**config.mk**
```make
export PLATFORM = sky130hd
export DESIGN_NAME = weight_stream_buffer
export DESIGN_NICKNAME = d
export VERILOG_FILES = /design/src/rtl/weight_stream_buffer.sv
export SDC_FILE = /design/constraint.sdc
export NUM_CORES = 1
export LEC_CHECK = 0
export ABC_AREA = 1
export BUFFER_PORTS_ARGS = -buffer_cell sky130_fd_sc_hd__buf_2
export CAP_MARGIN = 20
export CORE_MARGIN = 10
export CORE_UTILIZATION = 60
export DETAILED_ROUTE_END_ITERATION = 10
export PLACE_DENSITY = 0.87
export RECOVER_POWER = 50
export REMOVE_ABC_BUFFERS = 1
export SLEW_MARGIN = 20
export SYNTH_ARGS = -nofsm -noshare
export SYNTH_HDL_FRONTEND = slang
export SYNTH_SLANG_ARGS = --single-unit
```
**constraint.sdc**
```tcl
create_clock -name ap_clk -period 2.8 [get_ports ap_clk]
set_input_delay 0.28 -clock ap_clk [delete_from_list [all_inputs] [get_ports ap_clk]]
set_output_delay 0.28 -clock ap_clk [all_outputs]
set_load 0.02 [all_outputs]
```
**src/rtl/weight_stream_buffer.sv**
```systemverilog
// Weight stream buffer: pops coefficients from the weight FIFO into a
// ping-pong pair of kernel banks and exposes the completed bank to the
// convolution datapath through a registered random-access read port.
module weight_stream_buffer #(
    parameter int COEFF_WIDTH = 16,
    parameter int KERN_S      = 9,
    localparam int ADDR_W     = $clog2(KERN_S)
) (
    input  logic                   ap_clk,
    input  logic                   ap_rst_n,
    input  logic [COEFF_WIDTH-1:0] input_V_dout,
    input  logic                   input_V_empty_n,
    output logic                   input_V_read,
    output logic                   bank_valid,
    input  logic                   bank_release,
    input  logic                   rd_en,
    input  logic [ADDR_W-1:0]      rd_addr,
    output logic [COEFF_WIDTH-1:0] rd_data
);

    typedef enum logic [1:0] {
        BANK_EMPTY   = 2'd0,
        BANK_FILLING = 2'd1,
        BANK_FULL    = 2'd2
    } bank_state_t;

    bank_state_t bank_st     [2];
    bank_state_t bank_st_nxt [2];

    logic              wr_bank, wr_bank_nxt;
    logic              rd_bank, rd_bank_nxt;
    logic [ADDR_W-1:0] wr_cnt, wr_cnt_nxt;

    // Coefficient storage is data only; it carries no reset.
    logic [COEFF_WIDTH-1:0] mem [2][KERN_S];

    logic pop;
    logic last_word;
    logic release_ok;
    logic rd_in_range;

    // A full write bank means both banks are full, so popping must stall.
    // The reset term keeps the pop strobe low while the block is held in reset.
    assign input_V_read = ap_rst_n && input_V_empty_n && (bank_st[wr_bank] != BANK_FULL);
    assign pop          = input_V_read;
    assign last_word    = (wr_cnt == ADDR_W'(KERN_S - 1));
    assign bank_valid   = (bank_st[rd_bank] == BANK_FULL);
    assign release_ok   = bank_release && bank_valid;
    assign rd_in_range  = (32'(rd_addr) < 32'(KERN_S));

    // Next-state decode: fill and release always target different banks,
    // so both updates can be applied in the same cycle without conflict.
    always_comb begin
        bank_st_nxt = bank_st;
        wr_bank_nxt = wr_bank;
        wr_cnt_nxt  = wr_cnt;
        rd_bank_nxt = rd_bank;
        if (pop) begin
            if (last_word) begin
                bank_st_nxt[wr_bank] = BANK_FULL;
                wr_cnt_nxt           = '0;
                wr_bank_nxt          = ~wr_bank;
            end else begin
                bank_st_nxt[wr_bank] = BANK_FILLING;
                wr_cnt_nxt           = wr_cnt + 1'b1;
            end
        end
        if (release_ok) begin
            bank_st_nxt[rd_bank] = BANK_EMPTY;
            rd_bank_nxt          = ~rd_bank;
        end
    end

    // Control state register; reset discards any partial or complete kernel.
    always_ff @(posedge ap_clk or negedge ap_rst_n) begin
        if (!ap_rst_n) begin
            bank_st[0] <= BANK_EMPTY;
            bank_st[1] <= BANK_EMPTY;
            wr_bank    <= 1'b0;
            rd_bank    <= 1'b0;
            wr_cnt     <= '0;
        end else begin
            bank_st[0] <= bank_st_nxt[0];
            bank_st[1] <= bank_st_nxt[1];
            wr_bank    <= wr_bank_nxt;
            rd_bank    <= rd_bank_nxt;
            wr_cnt     <= wr_cnt_nxt;
        end
    end

    // Fill stage: each popped word lands at the next slot of the write bank.
    always_ff @(posedge ap_clk) begin
        if (pop) begin
            mem[wr_bank][wr_cnt] <= input_V_dout;
        end
    end

    // Read stage: one-cycle registered read from the pre-release read bank;
    // out-of-range addresses return zero, and the output holds without rd_en.
    always_ff @(posedge ap_clk or negedge ap_rst_n) begin
        if (!ap_rst_n) begin
            rd_data <= '0;
        end else if (rd_en) begin
            if (rd_in_range) begin
                rd_data <= mem[rd_bank][rd_addr];
            end else begin
                rd_data <= '0;
            end
        end
    end

endmodule

```
# [Word-level counts from Yosys, hierarchy flattened]
# Memories as Yosys holds them, arrays and structs flattened.
# Cells that the tools add are included.
[classes] addsub=1 n_mul=0 div_mod_pow=0 n_lt_le_gt_ge=8 n_eq_ne=3 shift=0 mux=22 n_bitwise=14 n_reduce_logical=7
[ops] cell="$mux W144" count=1
[ops] cell="$bmux W16 S4" count=1
[ops] cell="$demux W16 S4" count=1
[ops] cell="$mux W16" count=4
[ops] cell="$mux W2" count=8
[ops] cell="$mux W4" count=4
[ops] cell="$ge A5 B5 Y1 const B" count=2
[ops] cell="$not A4 Y5" count=2
[ops] cell="$logic_and A1 B1 Y1" count=6
[ops] cell="$lt A5 B1 Y1 const B" count=1
[ops] cell="$add A4 B1 Y4 const B" count=1
[ops] cell="$and A2 B2 Y2" count=2
[ops] cell="$and A4 B4 Y4" count=1
[ops] cell="$demux W2 S1" count=2
[ops] cell="$eq A4 B4 Y1 const B" count=1
[ops] cell="$ge A2 B2 Y1 const B" count=2
[ops] cell="$lt A2 B1 Y1 const B" count=2
[ops] cell="$lt A4 B4 Y1 const B" count=1
[ops] cell="$not A1 Y2" count=2
[ops] cell="$not A2 Y2" count=2
[ops] cell="$not A4 Y4" count=1
[ops] cell="$or A2 B2 Y2" count=2
[ops] cell="$eq A2 B2 Y1 const B" count=1
[ops] cell="$ne A2 B2 Y1 const B" count=1
[ops] cell="3 further kinds" count=4
[word_totals] reg_bits=26 latchBits=0 mem_bits_rw=288 romBits=0 inputBits=25 out_inout_bits=18 n_memories=1
[mem_list] name="mem" depth=2 width=144 read_ports=1 rd_clocked_by_memory_dff=0 wr=1 line="35" text="logic [COEFF_WIDTH-1:0] mem [2][KERN_S];"

# [Longest topological paths before layout]
[logic_depth] ltp_word=11 mapped_depth=13 depth_no_buf=11

# [Worst setup path before layout]
# Ideal clock, no wire load.
[synth_timing] path_kind="register to register" from="register wr_bank" to="memory mem[0][112] (netlist bit), enable pin" t_arrival_ns=1.913 required_time_ns=2.412 path_slack_ns=0.498 stages_incl_launch_ff=7 path_cell_list="dfrtp_1 > o21ai_0 > nand3_2 > inv_1 > buf_2 > nand3_1 > nor2_1"
[synth_between] elab_chain_cells=8
[synth_lines] item="start: declaration" line="30" text="logic wr_bank, wr_bank_nxt;"
[synth_lines] item="start signal: assignment" line="85" text="wr_bank <= wr_bank_nxt;"
[synth_lines] item="$not A1 Y2 (not written as such)" line="44" text="assign input_V_read = ap_rst_n && input_V_empty_n && (bank_st[wr_bank] != BANK_FULL);"
[synth_lines] item="$mux W2 (not written as such) (3 in a row)" line="44"
[synth_lines] item="$ne A2 B2 Y1" line="44"
[synth_lines] item="$logic_and A1 B1 Y1" line="44"
[synth_lines] item="named net input_V_read" line="13" text="output logic input_V_read,"
[synth_lines] item="$mux W1" line="93" text="if (pop) begin"
[synth_lines] item="$mux W144 (not written as such)" line="94" text="mem[wr_bank][wr_cnt] <= input_V_dout;"
[synth_lines] item="end: declaration" line="35"
# The timed path passes the listed nets, and every way through them passes these cells. The select of a mux whose other input is x is not followed.

# [Final worst setup path]
[layout_timing] from="register bank_st[3] (netlist bit)" to="output input_V_read"
[layout_between] elab_chain_cells=5
[layout_lines] item="start: declaration" line="27" text="bank_state_t bank_st [2];"
[layout_lines] item="$mux W2 (not written as such) (3 in a row)" line="44"
[layout_lines] item="$ne A2 B2 Y1" line="44"
[layout_lines] item="$logic_and A1 B1 Y1" line="44"
[layout_lines] item="end: declaration" line="13"
# No other way between the ends. The select of a mux whose other input is x is not followed.

==> reports/qor.yml <==
finish:
  fill_cells: 1530
  n_antenna_cell: 0
  drive_gt1_frac: 0.0894
  post-route-util: 0.680
  layout.cells.non_filler: 1622
  final_area_sq_um: 14900
  area_growth_syn_to_layout_pct: 11.0
  regArea_sq_um: 9300
  multi_input_area_sq_um: 3130
  layout.nets: 1351
worst_setup_path:
  r2r-end: "mem[0][6]"
  required_ns: 2.52
  worstSetupStartpointType: "register"
  r2r-start: "bank_st[3]"
  endpoint_kind: "output port"
  path_max_fanout: 12
  cp.arrival_ns: 2.14
  r2r_slack_ns: 0.39
  r2r_cells: 7
  path_class: "reg2out"
drt:
  drt-wirelength-per-cell_um: 21.5
  drc: 0
  first_pass_iters: 6
  drtIter0Drc: 1641
  ant_nets: 0
  routed_via_density: 5.90
  vias: 9571
  routed_wl_um: 34800
clock_tree:
  hold_buffers: 1
  cts_tree: "built"
  postCtsSetupBuffers: 0
  cts_max_path_buffers: 3
  cts.sinks: 314
  cts_buffers: 31
  clk_pin_slew_worst_paths_ns: 0.06
  cts_root_buf: "clkbuf_16"
  insertion_delay_ns: 0.55
  cts_resized: 0
  htreeDepth: 1
placed_design:
  dp_cells: 1568
  dp_hpwl_um: 21800
  io_buffer_count: 42
  gp_congestion: 0.882
  place_area_sq_um: 14000
  dp_slack_ns: 0.437
floorplanning:
  design.die.area_sq_um: 28700
  rows: 54
  num_io_pins: 43
  chipWidth_um: 170
  core_area_sq_um: 21900
  die_height_um: 170
  start_util: 0.613
global_routing:
  gr-usage-all-layers: 0.240
  grt-ovfl-total: 0
  antenna_found_initial: 0
  grt_pass1_vias: 9292
  grt_max_degree: 87
  grt_pass1_wl_um: 53300
power:
  p_int_mw: 8.12
  seq_power_share: 0.487
  pwr_density_cell_nw_per_um2: 753
  p_total_mw: 11.2
  swShare: 0.276
  clkPwrFrac: 0.355
  p_leak_nw: 6.28
  combPwrFrac: 0.158
  peakVddDrop_v: 0.000659
  p_switching_mw: 3.10
timing:
  period_share: 0.865
  rsz0062_at_grt: "no"
  finalMaxSlewViolations: 27
  fin_ws_ns: 0.379
  setup_viol_count_final: 0
  timing_worst_slew_pin_value_ns: 1.78
  slew-limit-headroom: -0.186
  hold_ws_ns: 0.0634
  tns_ns: 0
  fin_skew_ns: 0.0100
  max_freq_mhz: 413
  finalHoldViolations: 0
  layout_min_cycle_time_ns: 2.42
synthesis:
  ys_seq_area_frac: 0.693
  yosys.area.top_type: "edfxtp_1"
  postSynthAreaPerCell_sq_um: 10.5
  synth.most_common_cell: "nand2_1"
  ys.flop_type: "edfxtp_1"
  yosysWarnings: 0
  ys_ff_latch: 314
  async_flop_share: 0.0828
  synth_edf_count: 288
  ys_top_cells_by_area: "edfxtp_1 (64%), nand2_1 (12%), nand3_1 (6.2%)"
  synth_top_area_share: 0.645
  syn_inst: 1273
  syn_area_sq_um: 13400
  netlist-cell-type-count: 28
  synthTopCellsByCount: "nand2_1 (417), edfxtp_1 (288), inv_1 (174), nand3_1 (167), nor2_1 (71)"
hold_path:
  hold_class: "in2reg"
  hold_end: "rd_bank"
  whs_path_depth: 3
  hp-start: "bank_release"
run_status:
  violations: "capacitance limit, slew limit"
  outcome: "finished with violations"
flow_run:
  drv_cap: 1
==> how the worst max path moves through the flow <==
stage / from / to / slack, ns / cells after the start
floorplan: rd_bank / bank_valid / -1.88 / 2
global placement: bank_st[3] / mem[0][64] / 0.67 / 8
detailed placement: bank_st[3] / mem[0][11] / 0.44 / 7
CTS: rd_bank / bank_valid / 0.39 / 5
global route: bank_st[3] / mem[0][6] / 0.24 / 7
finish: bank_st[3] / input_V_read / 0.38 / 6
==> critical path, cell delays in order, from the launching register on <==
cell and delay, ns:
dfrtp_1 0.37, inv_1 0.06, nor2_1 0.05, o21ai_0 0.25
nand3_2 0.22, inv_1 0.37, buf_2 0.27
==> kinds of logic (layout without fill, tap and decap cells) <==
logic type | Yosys count | after routing | synth area share
buffers and inverters | 238 | 307 | 0.0766
and+or+nand+nor | 663 | 663 | 0.204
DFF | 314 | 314 | 0.693
AOI/OAI and AO/OA | 54 | 54 | 0.0225
adders and majority gates | 4 | 4 | 0.00373
==> area by class of cell <==
class,count,share of cell area
well taps,280,0.0235
clock inverters,17,0.0113
multi-input cells,721,0.210
repair buffers,76,0.0323
flip-flops and latches,314,0.625
inverters,178,0.0450
clock buffers,36,0.0533
==> per-layer routing <==
metal / wire length, um / GRT usage
met5: 0 / 0
met2: 16700 / 0.386
met1: 12900 / 0.323
met3: 3940 / 0.0387
met4: 1300 / 0.0882
==> power groups by stage <==
stage,sequential [mW],combinational (mW),clock (mW)
2_1_floorplan,5.67,0.867,0
3_3_place_gp,5.54,1.65,0
3_5_place_dp,5.56,1.72,0
4_1_cts,5.46,1.74,3.99
5_1_grt,5.48,1.91,4.19
6_report,5.47,1.77,3.98
==> cell usage in the layout (no fill, tap or decap), drive strengths merged <==
| cell type | instances |
|---|---|
| o22ai | 1 |
| ha | 4 |
| o211ai | 8 |
| a22oi | 1 |
| clkbuf | 63 |
| dlygate4sd3 | 1 |
| nor2 | 73 |
| o21a | 2 |
| bufinv | 3 |
| nand2 | 417 |
| buf | 48 |
| dfrtp | 26 |
| a31oi | 2 |
| inv | 176 |
| a21oi | 8 |
| o21ai | 32 |
| nor3 | 1 |
| edfxtp | 288 |
| nand3 | 168 |
| clkinv | 16 |
| or2 | 4 |
==> registers in the layout, indices dropped and copies added, names as in the netlist <==
name and count:
rd_data 16, wr_bank 1, bank_st 4, rd_bank 1, mem 288, wr_cnt 4
(Power assumes the default switching activity.)
